===== src/rtl/csh_sweep_ctl.sv =====
// Cache directory sweep sequencer: walks every set, invalidating and/or writing back
// written ways through a req/ack handshake, yielding to the CPU only between sets.
module csh_sweep_ctl #(
  parameter int SET_BITS   = 7,
  parameter int WAYS       = 4,
  parameter int WBCNT_BITS = 8
) (
  input  logic                    clk_csh_h,
  input  logic                    reset_h,
  input  logic                    sweep_start_h,
  input  logic [1:0]              sweep_mode_h,
  input  logic                    cpu_hold_h,
  input  logic [WAYS-1:0]         way_valid_h,
  input  logic [WAYS-1:0]         way_written_h,
  input  logic                    wb_ack_h,
  output logic                    sweep_busy_h,
  output logic                    sweep_done_h,
  output logic [SET_BITS-1:0]     csh_sweep_adr_h,
  output logic                    wb_req_h,
  output logic [$clog2(WAYS)-1:0] wb_way_h,
  output logic                    csh_val_wr_pulse_l,
  output logic                    csh_val_sel_all_h,
  output logic                    csh_val_wr_data_h,
  output logic [WBCNT_BITS-1:0]   wb_count_h
);

  localparam int WAY_W = $clog2(WAYS);
  localparam logic [1:0] MODE_INV = 2'd0;
  localparam logic [1:0] MODE_WB  = 2'd1;
  localparam logic [1:0] MODE_NOP = 2'd3;
  localparam logic [SET_BITS-1:0] ADR_MAX = '1;

  typedef enum logic [2:0] {IDLE, READ, CHECK, WB, INVAL, NEXT, DONE} state_t;

  state_t          state;
  state_t          nxt;
  logic [1:0]      mode_q;
  logic [WAYS-1:0] pend;

  function automatic logic [WAY_W-1:0] lowest_way(input logic [WAYS-1:0] v);
    logic [WAY_W-1:0] idx;
    idx = '0;
    for (int i = WAYS - 1; i >= 0; i--) begin
      if (v[i]) idx = WAY_W'(i);
    end
    return idx;
  endfunction

  function automatic logic [WBCNT_BITS-1:0] sat_inc(input logic [WBCNT_BITS-1:0] c);
    return (&c) ? c : c + WBCNT_BITS'(1);
  endfunction

  always_ff @(posedge clk_csh_h or posedge reset_h) begin
    if (reset_h) state <= IDLE;
    else         state <= nxt;
  end

  always_comb begin
    nxt = state;
    case (state)
      IDLE:  if (sweep_start_h) nxt = (sweep_mode_h == MODE_NOP) ? DONE : READ;
      READ:  nxt = CHECK;
      CHECK: begin
        if (pend != '0)            nxt = WB;
        else if (mode_q == MODE_WB) nxt = NEXT;
        else                       nxt = INVAL;
      end
      WB:    if (wb_ack_h) nxt = CHECK;
      INVAL: nxt = NEXT;
      NEXT:  if (!cpu_hold_h) nxt = (csh_sweep_adr_h == ADR_MAX) ? DONE : READ;
      DONE:  nxt = IDLE;
      default: nxt = IDLE;
    endcase
  end

  // Outputs are registered from the next state so they line up with the state they describe.
  always_ff @(posedge clk_csh_h or posedge reset_h) begin
    if (reset_h) begin
      mode_q             <= MODE_INV;
      pend               <= '0;
      csh_sweep_adr_h    <= '0;
      wb_count_h         <= '0;
      wb_way_h           <= '0;
      sweep_busy_h       <= 1'b0;
      sweep_done_h       <= 1'b0;
      wb_req_h           <= 1'b0;
      csh_val_wr_pulse_l <= 1'b1;
      csh_val_sel_all_h  <= 1'b0;
    end else begin
      sweep_busy_h       <= (nxt != IDLE);
      sweep_done_h       <= (nxt == DONE);
      wb_req_h           <= (nxt == WB);
      csh_val_wr_pulse_l <= (nxt != INVAL);
      csh_val_sel_all_h  <= (nxt == INVAL);
      case (state)
        IDLE: begin
          if (sweep_start_h) begin
            mode_q          <= sweep_mode_h;
            csh_sweep_adr_h <= '0;
            wb_count_h      <= '0;
          end
        end
        READ: pend <= (mode_q == MODE_INV) ? '0 : (way_written_h & way_valid_h);
        CHECK: begin
          if (pend != '0) wb_way_h <= lowest_way(pend);
        end
        WB: begin
          if (wb_ack_h) begin
            pend       <= pend & ~(WAYS'(1) << wb_way_h);
            wb_count_h <= sat_inc(wb_count_h);
          end
        end
        NEXT: begin
          if (!cpu_hold_h && csh_sweep_adr_h != ADR_MAX)
            csh_sweep_adr_h <= csh_sweep_adr_h + SET_BITS'(1);
        end
        default: ;
      endcase
    end
  end

  // The valid write always clears the selected ways.
  assign csh_val_wr_data_h = 1'b0;

endmodule


===== config.mk =====
export PLATFORM = sky130hd
export DESIGN_NAME = csh_sweep_ctl
export DESIGN_NICKNAME = d
export VERILOG_FILES = /design/src/rtl/csh_sweep_ctl.sv
export SDC_FILE = /design/constraint.sdc
export NUM_CORES = 1
export LEC_CHECK = 0
export CORE_MARGIN = 2
export CORE_UTILIZATION = 45
export CTS_CLUSTER_SIZE = 28
export DETAILED_ROUTE_END_ITERATION = 12
export PLACE_DENSITY = 0.73
export SLEW_MARGIN = 20
export SYNTH_ARGS = -nofsm -noshare
export SYNTH_HDL_FRONTEND = slang
export SYNTH_SLANG_ARGS = --single-unit

===== constraint.sdc =====
create_clock -name clk_csh_h -period 2.38 [get_ports clk_csh_h]
set_clock_uncertainty 0.2 [all_clocks]
set_input_delay 0.476 -clock clk_csh_h [delete_from_list [all_inputs] [get_ports clk_csh_h]]
set_output_delay 0.476 -clock clk_csh_h [all_outputs]
set_load 0.02 [all_outputs]

==> impl_metrics.yaml, run 1 <==
outcome:
  status: "complete, no violations"
clocking:
  clockRootBuffer: "clkbuf_8"
  clkLatencyLatePin_ps: 290
  cts-buffers-inserted: 5
  clk_transition_reported_paths_ps: 70
  post_cts_hold_buffer_count: 0
  cts-htree-levels: 2
  post-cts-setup-buffers: 0
  tritoncts: "done"
  cts_max_path_buffers: 2
  number_of_resized_instances_in_the_post_cts_repair_step: 0
  cts_sink_cnt: 31
critical_path:
  worstSetupStartpoint: "state[2]"
  rr_worst_depth: 4
  critical_path.n_buffers_inverters: 0
  rr_startpoint: "state[2]"
  cp_max_fo: 15
  arrival_ps: 2020
  worst_path_largest_cell_delay_ps: 610
  timing.setup.critical_path_class: "flip-flop to flip-flop"
  path_delay_family: "simple AND/OR/NAND/NOR gates"
  crit_chain: "or3b_1 -> o32ai_1 -> nor4_2 -> nand2_1"
  regToRegEndpoint: "sweep_busy_h"
  setup.reg_to_reg.worst_slack_ps: 310
  critical_path.startpoint_type: "flip-flop"
  critical_path_required_ps: 2330
  setup.worst_path.end_class: "flip-flop"
  critical_path.slowest_cell: "dfrtp_1"
worst_hold_path:
  timing.hold.worst_endpoint: "csh_sweep_adr_h[6]"
  min-delay-path-class: "flip-flop to flip-flop"
  hold_path_startpoint: "csh_sweep_adr_h[6]"
  worstHoldPathCells: 2
die:
  fp.coreArea_mm2: 0.003606
  top_level_ports: 38
  die_height_um: 64.79
  design.die.area_mm2: 0.004198
  initial_core_util_pct: 46.11
  chipWidth_um: 64.79
  rows: 22
cells_and_area:
  final_cells: 263
  num_antenna_cells: 0
  finish.net_count: 231
  area_growth_syn_to_layout_pct: 30.10
  drive_above_1_share_pct: 11.16
  layout.core_utilization_pct: 59.99
placed_design:
  numPlacedInstances: 255
  dp.final_hpwl_mm: 2.729
  gp_routability_congestion: 0.8774
  total_of_buffers_placed_on_input_and_output_ports: 36
synth:
  synth.cell_area_mm2: 0.001663
  yosys_warnings: 0
  share_of_synthesized_registers_carrying_an_async_set_or_reset_pct: 100.0
  synth_area_per_cell_um2: 9.502
  synth-edff-count: 0
  synthDistinctLibCells: 51
  synth-seq-cells: 31
  dominant_register_cell_in_the_synthesized_netlist: "dfrtp_1"
  synth_top_cell_area_share_pct: 45.15
  synth.top_cells.by_area: "dfrtp_1 45%, nand2_1 5.0%, nor2_1 3.4%, nand3_1 3.0%, o21ai_0 3.0%"
  synth_commonest_cells: "30 x dfrtp_1, 22 x nand2_1, 15 x nor2_1"
  synth_sequential_area_ratio_pct: 46.73
  synthDominantAreaCellType: "dfrtp_1"
  syn-instance-count: 175
  syn-num-nets: 192
  yosys.cell_count.top_type: "dfrtp_1"
drt:
  detail_route.first_pass.iterations: 4
  drt_first_iter_violations: 43
  drt_via_density: 5.570
  wl_mm: 3.771
  drc_errors: 0
  route.detailed.wl_per_inst_um: 14.34
  routed-via-count: 1465
  antenna_left: 0
power_and_ir_drop:
  powerDensity_mw_per_mm2: 997.7
  max-vdd-ir-drop_mv: 0.5273
  totalPowerFinal_mw: 2.158
  leakage_nw: 0.9501
grt:
  global_route.overflow_total: 0
  grt_antenna_before_repair: 0
  grt_start_max_net_pins: 32
  wire_length_of_the_first_global_routing_pass_mm: 6.430
  first_global_vias: 1399
  global_route.usage.total_pct: 20.00
sta:
  fin_crit_ps: 2075
  period_share_pct: 87.18
  setup-tns-final_ps: 0
  hold_violations: 0
  timing.final.max_slew_violations: 0
  setup_repair_after_global_routing_missed_its_margin: "false"
  setup_violations: 0
  maxClockFrequency_mhz: 481.9
run:
  cap_violations: 0
## final cells by class
type / instances / area (um2)
clock buffer: 8 / 100.1
fill: 305 / 1443
inverter: 6 / 22.52
multi-input combinational: 129 / 805.8
sequential: 31 / 777.0
tap: 48 / 60.06
timing repair buffer: 41 / 397.9
## worst min-delay path, stage by stage, from the launching register on
cell,delay [ps]
dfrtp_1,360
a21oi_1,50
nor2_1,80
## routing by layer
metal / wire (um) / GRT usage [%] / vias up
li1: - / - / 708
met1: 1575 / 23.02 / 711
met2: 1963 / 34.54 / 38
met3: 161 / 5.729 / 8
met4: 70 / 8.511 / 0
met5: 0 / 0 / -
## power by group
part           total [mW]  switching [mW]  internal [mW]
combinational       0.846           0.451          0.395
sequential          0.855           0.191          0.664
clock               0.457           0.193          0.264
total                2.16           0.835           1.32
## cell usage in the layout, fill, tap and decap left out, types with 3 or more instances in the layout
master,count
a31oi_1,3
o21ai_0,10
mux2i_1,4
clkbuf_8,7
a21oi_1,9
nand3_1,10
dfrtp_1,30
buf_4,5
nor2_1,15
clkdlybuf4s50_1,36
inv_1,6
nand4_1,5
nand2b_1,5
nor3_1,4
nand2_1,22
## worst max path at each step
stage	endpoint	slack (ps)	depth (start not counted)
after floorplan	wb_count_h[0]	520	6
after global placement	wb_count_h[0]	120	5
after detailed placement	wb_count_h[0]	80	5
after CTS	csh_val_wr_pulse_l	290	1
after global routing	csh_val_wr_pulse_l	110	4
final	sweep_busy_h	310	4
## cell families after synthesis
group           Yosys count  synth area share, %
flops                    31                46.73
mux                       5                3.085
compound gates           40                16.25
simple gates             80                26.86
xor+xnor                  1               0.5268
buf+inv                  15                4.816
fa+ha+maj                 2                1.505
other cells               1               0.2255
## flip-flops by register name, indices dropped and copies added, names as in the netlist
name                flops
wb_count_h              8
wb_way_h                2
wb_req_h                1
state                   3
csh_val_sel_all_h       1
mode_q                  2
pend                    4
sweep_busy_h            1
csh_val_wr_pulse_l      1
csh_sweep_adr_h         7
sweep_done_h            1
## through the flow
| stage | hold WS, ps | area [um2] | setup slack, ps |
|---|---|---|---|
| final | 324.2 | 2163 | 305.0 |
| after global routing | 343.6 | 2163 | 109.4 |
| after CTS | 324.5 | 2163 | 293.5 |
| after detailed placement | 286.1 | 2063 | 84.75 |
| after global placement | 284.2 | 2063 | 117.5 |
| after floorplan | 260.6 | 1663 | 519.6 |
Note: power is estimated with default switching activity, not from simulation.
==> run 2, diff against run 1 <==
--- a/config.mk
+++ b/config.mk
@@ -7,8 +7,10 @@
 export LEC_CHECK = 0
 export CORE_MARGIN = 2
 export CORE_UTILIZATION = 45
+export CTS_CLUSTER_DIAMETER = 50
 export CTS_CLUSTER_SIZE = 28
 export DETAILED_ROUTE_END_ITERATION = 12
+export HOLD_SLACK_MARGIN = 0.15
 export PLACE_DENSITY = 0.73
 export SLEW_MARGIN = 20
 export SYNTH_ARGS = -nofsm -noshare
==> results of run 2 <==
No change in the layout: final DEF, timing and power equal those of run 1.
==> run 3, diff against run 2 <==
--- a/config.mk
+++ b/config.mk
@@ -7,11 +7,13 @@
 export LEC_CHECK = 0
 export CORE_MARGIN = 2
 export CORE_UTILIZATION = 45
+export CTS_BUF_LIST = sky130_fd_sc_hd__clkbuf_16
 export CTS_CLUSTER_DIAMETER = 50
 export CTS_CLUSTER_SIZE = 28
 export DETAILED_ROUTE_END_ITERATION = 12
 export HOLD_SLACK_MARGIN = 0.15
 export PLACE_DENSITY = 0.73
+export SKIP_LAST_GASP = 1
 export SLEW_MARGIN = 20
 export SYNTH_ARGS = -nofsm -noshare
 export SYNTH_HDL_FRONTEND = slang
==> run 3 against run 2 <==
  * Wire length is 1.4% higher
  * Highest routed layer unchanged
  * Combinational power hardly changed
  * Critical path type unchanged
  * Via count stayed put
  * Design area is 1.7% higher
==> impl_metrics.yaml, run 3 (same netlist as run 1, synthesis figures left out) <==
power_and_ir_drop:
  totalPowerFinal_mw: 2.301
  leakage_nw: 0.9687
  powerDensity_mw_per_mm2: 1046
  max-vdd-ir-drop_mv: 0.6279
sta:
  timing.final.max_slew_violations: 0
  hold_violations: 0
  period_share_pct: 87.57
  maxClockFrequency_mhz: 479.8
  setup_repair_after_global_routing_missed_its_margin: "false"
  fin_crit_ps: 2084
  setup-tns-final_ps: 0
  setup_violations: 0
  post-route-worst-setup-slack_ps: 295.8
  worst_hold_margin_ps: 320.7
cells_and_area:
  area_growth_syn_to_layout_pct: 32.28
  most-common-layout-cells: "36 x clkdlybuf4s50_1, 30 x dfrtp_1, 22 x nand2_1, 15 x nor2_1"
  largest_register_by_flop_count: "wb_count_h"
  drive_above_1_share_pct: 10.23
  finalInstanceArea_mm2: 0.002200
  final_cells: 263
  num_antenna_cells: 0
  finish.net_count: 231
  largestRegisters: "wb_count_h (8), csh_sweep_adr_h (7), pend (4)"
  most_common_cell_after_layout_fill_and_taps_aside: "clkdlybuf4s50_1"
  layout.core_utilization_pct: 61.00
  largest_register_ffs: 8
drt:
  drt_first_iter_violations: 50
  drc_errors: 0
  drt_via_density: 5.570
  wl_mm: 3.824
  detail_route.first_pass.iterations: 4
  route.detailed.wl_per_inst_um: 14.54
  routed-via-count: 1465
  antenna_left: 0
clocking:
  tritoncts: "done"
  cts_max_path_buffers: 2
  clkLatencyLatePin_ps: 280
  clk_transition_reported_paths_ps: 50
  clockRootBuffer: "clkbuf_16"
  post_cts_hold_buffer_count: 0
  post-cts-setup-buffers: 0
  cts-htree-levels: 2
  cts_sink_cnt: 31
  cts-buffers-inserted: 5
  number_of_resized_instances_in_the_post_cts_repair_step: 0
die:
  rows: 22
  design.die.area_mm2: 0.004198
  top_level_ports: 38
  chipWidth_um: 64.79
  initial_core_util_pct: 46.11
  fp.coreArea_mm2: 0.003606
  die_height_um: 64.79
critical_path:
  critical_path.startpoint_type: "flip-flop"
  cp_max_fo: 13
  setup.worst_path.end_class: "flip-flop"
  critical_path_required_ps: 2350
  arrival_ps: 2060
  timing.setup.critical_path_class: "flip-flop to flip-flop"
grt:
  global_route.usage.total_pct: 20.52
  first_global_vias: 1416
  grt_start_max_net_pins: 32
  grt_antenna_before_repair: 0
  wire_length_of_the_first_global_routing_pass_mm: 6.444
  global_route.overflow_total: 0
placed_design:
  gp_routability_congestion: 0.8774
  total_of_buffers_placed_on_input_and_output_ports: 36
  place_area_mm2: 0.002063
  place_ws_ps: 84.75
  dp.final_hpwl_mm: 2.729
  numPlacedInstances: 255
worst_hold_path:
  min-delay-path-class: "flip-flop to flip-flop"
run:
  cap_violations: 0
outcome:
  status: "complete, no violations"
run 3: cell count changes in the layout (fill, tap and decap cells not counted):
cell       previous run  this run
clkbuf_8              7         0
inv_1                 6         7
clkbuf_16             0         5
clkinv_1              0         2
clkbuf_1              1         0
run 3: worst max-delay path: stages, from the launching register on:
cell and delay (ps):
dfrtp_1 580, or3b_1 530, nor3b_1 400, nor4_2 130, o21a_1 140
run 3: worst paths after layout:
kind | from | to | slack [ps] | cells past startpoint
worst max register to register | state[1] | csh_val_sel_all_h | 300 | 4
min in group asynchronous | reset_h | sweep_busy_h | 370 | 3
worst min register to register | csh_sweep_adr_h[6] | csh_sweep_adr_h[6] | 320 | 2
worst max-delay path | state[1] | csh_val_sel_all_h | 300 | 4
worst min-delay path | csh_sweep_adr_h[6] | csh_sweep_adr_h[6] | 320 | 2
max in group asynchronous | reset_h | csh_val_wr_pulse_l | 1290 | 3
run 3: per-layer routing:
| layer | up-vias | track usage [%] | share of wire, % |
|---|---|---|---|
| met3 | 10 | 6.944 | 5.3 |
| met1 | 703 | 23.02 | 41 |
| met5 | - | 0 | 0 |
| li1 | 705 | - | - |
| met4 | 0 | 11.44 | 2.5 |
| met2 | 47 | 34.02 | 51 |
run 3: power breakdown:
group          internal [mW]  switching [mW]  leakage [nW]  total (mW)
registers              0.665           0.191         0.410       0.857
clock network          0.375           0.222        0.0701       0.597
logic                  0.395           0.453         0.489       0.848
run 3: area by class of cell:
type	count	area (um2)
Fill cell	296	1406
Clock buffer	5	125.1
Sequential cell	31	777.0
Inverter	6	22.52
Multi-Input combinational cell	129	805.8
Timing Repair Buffer	41	397.9
Tap cell	48	60.06
Clock inverter	3	11.26
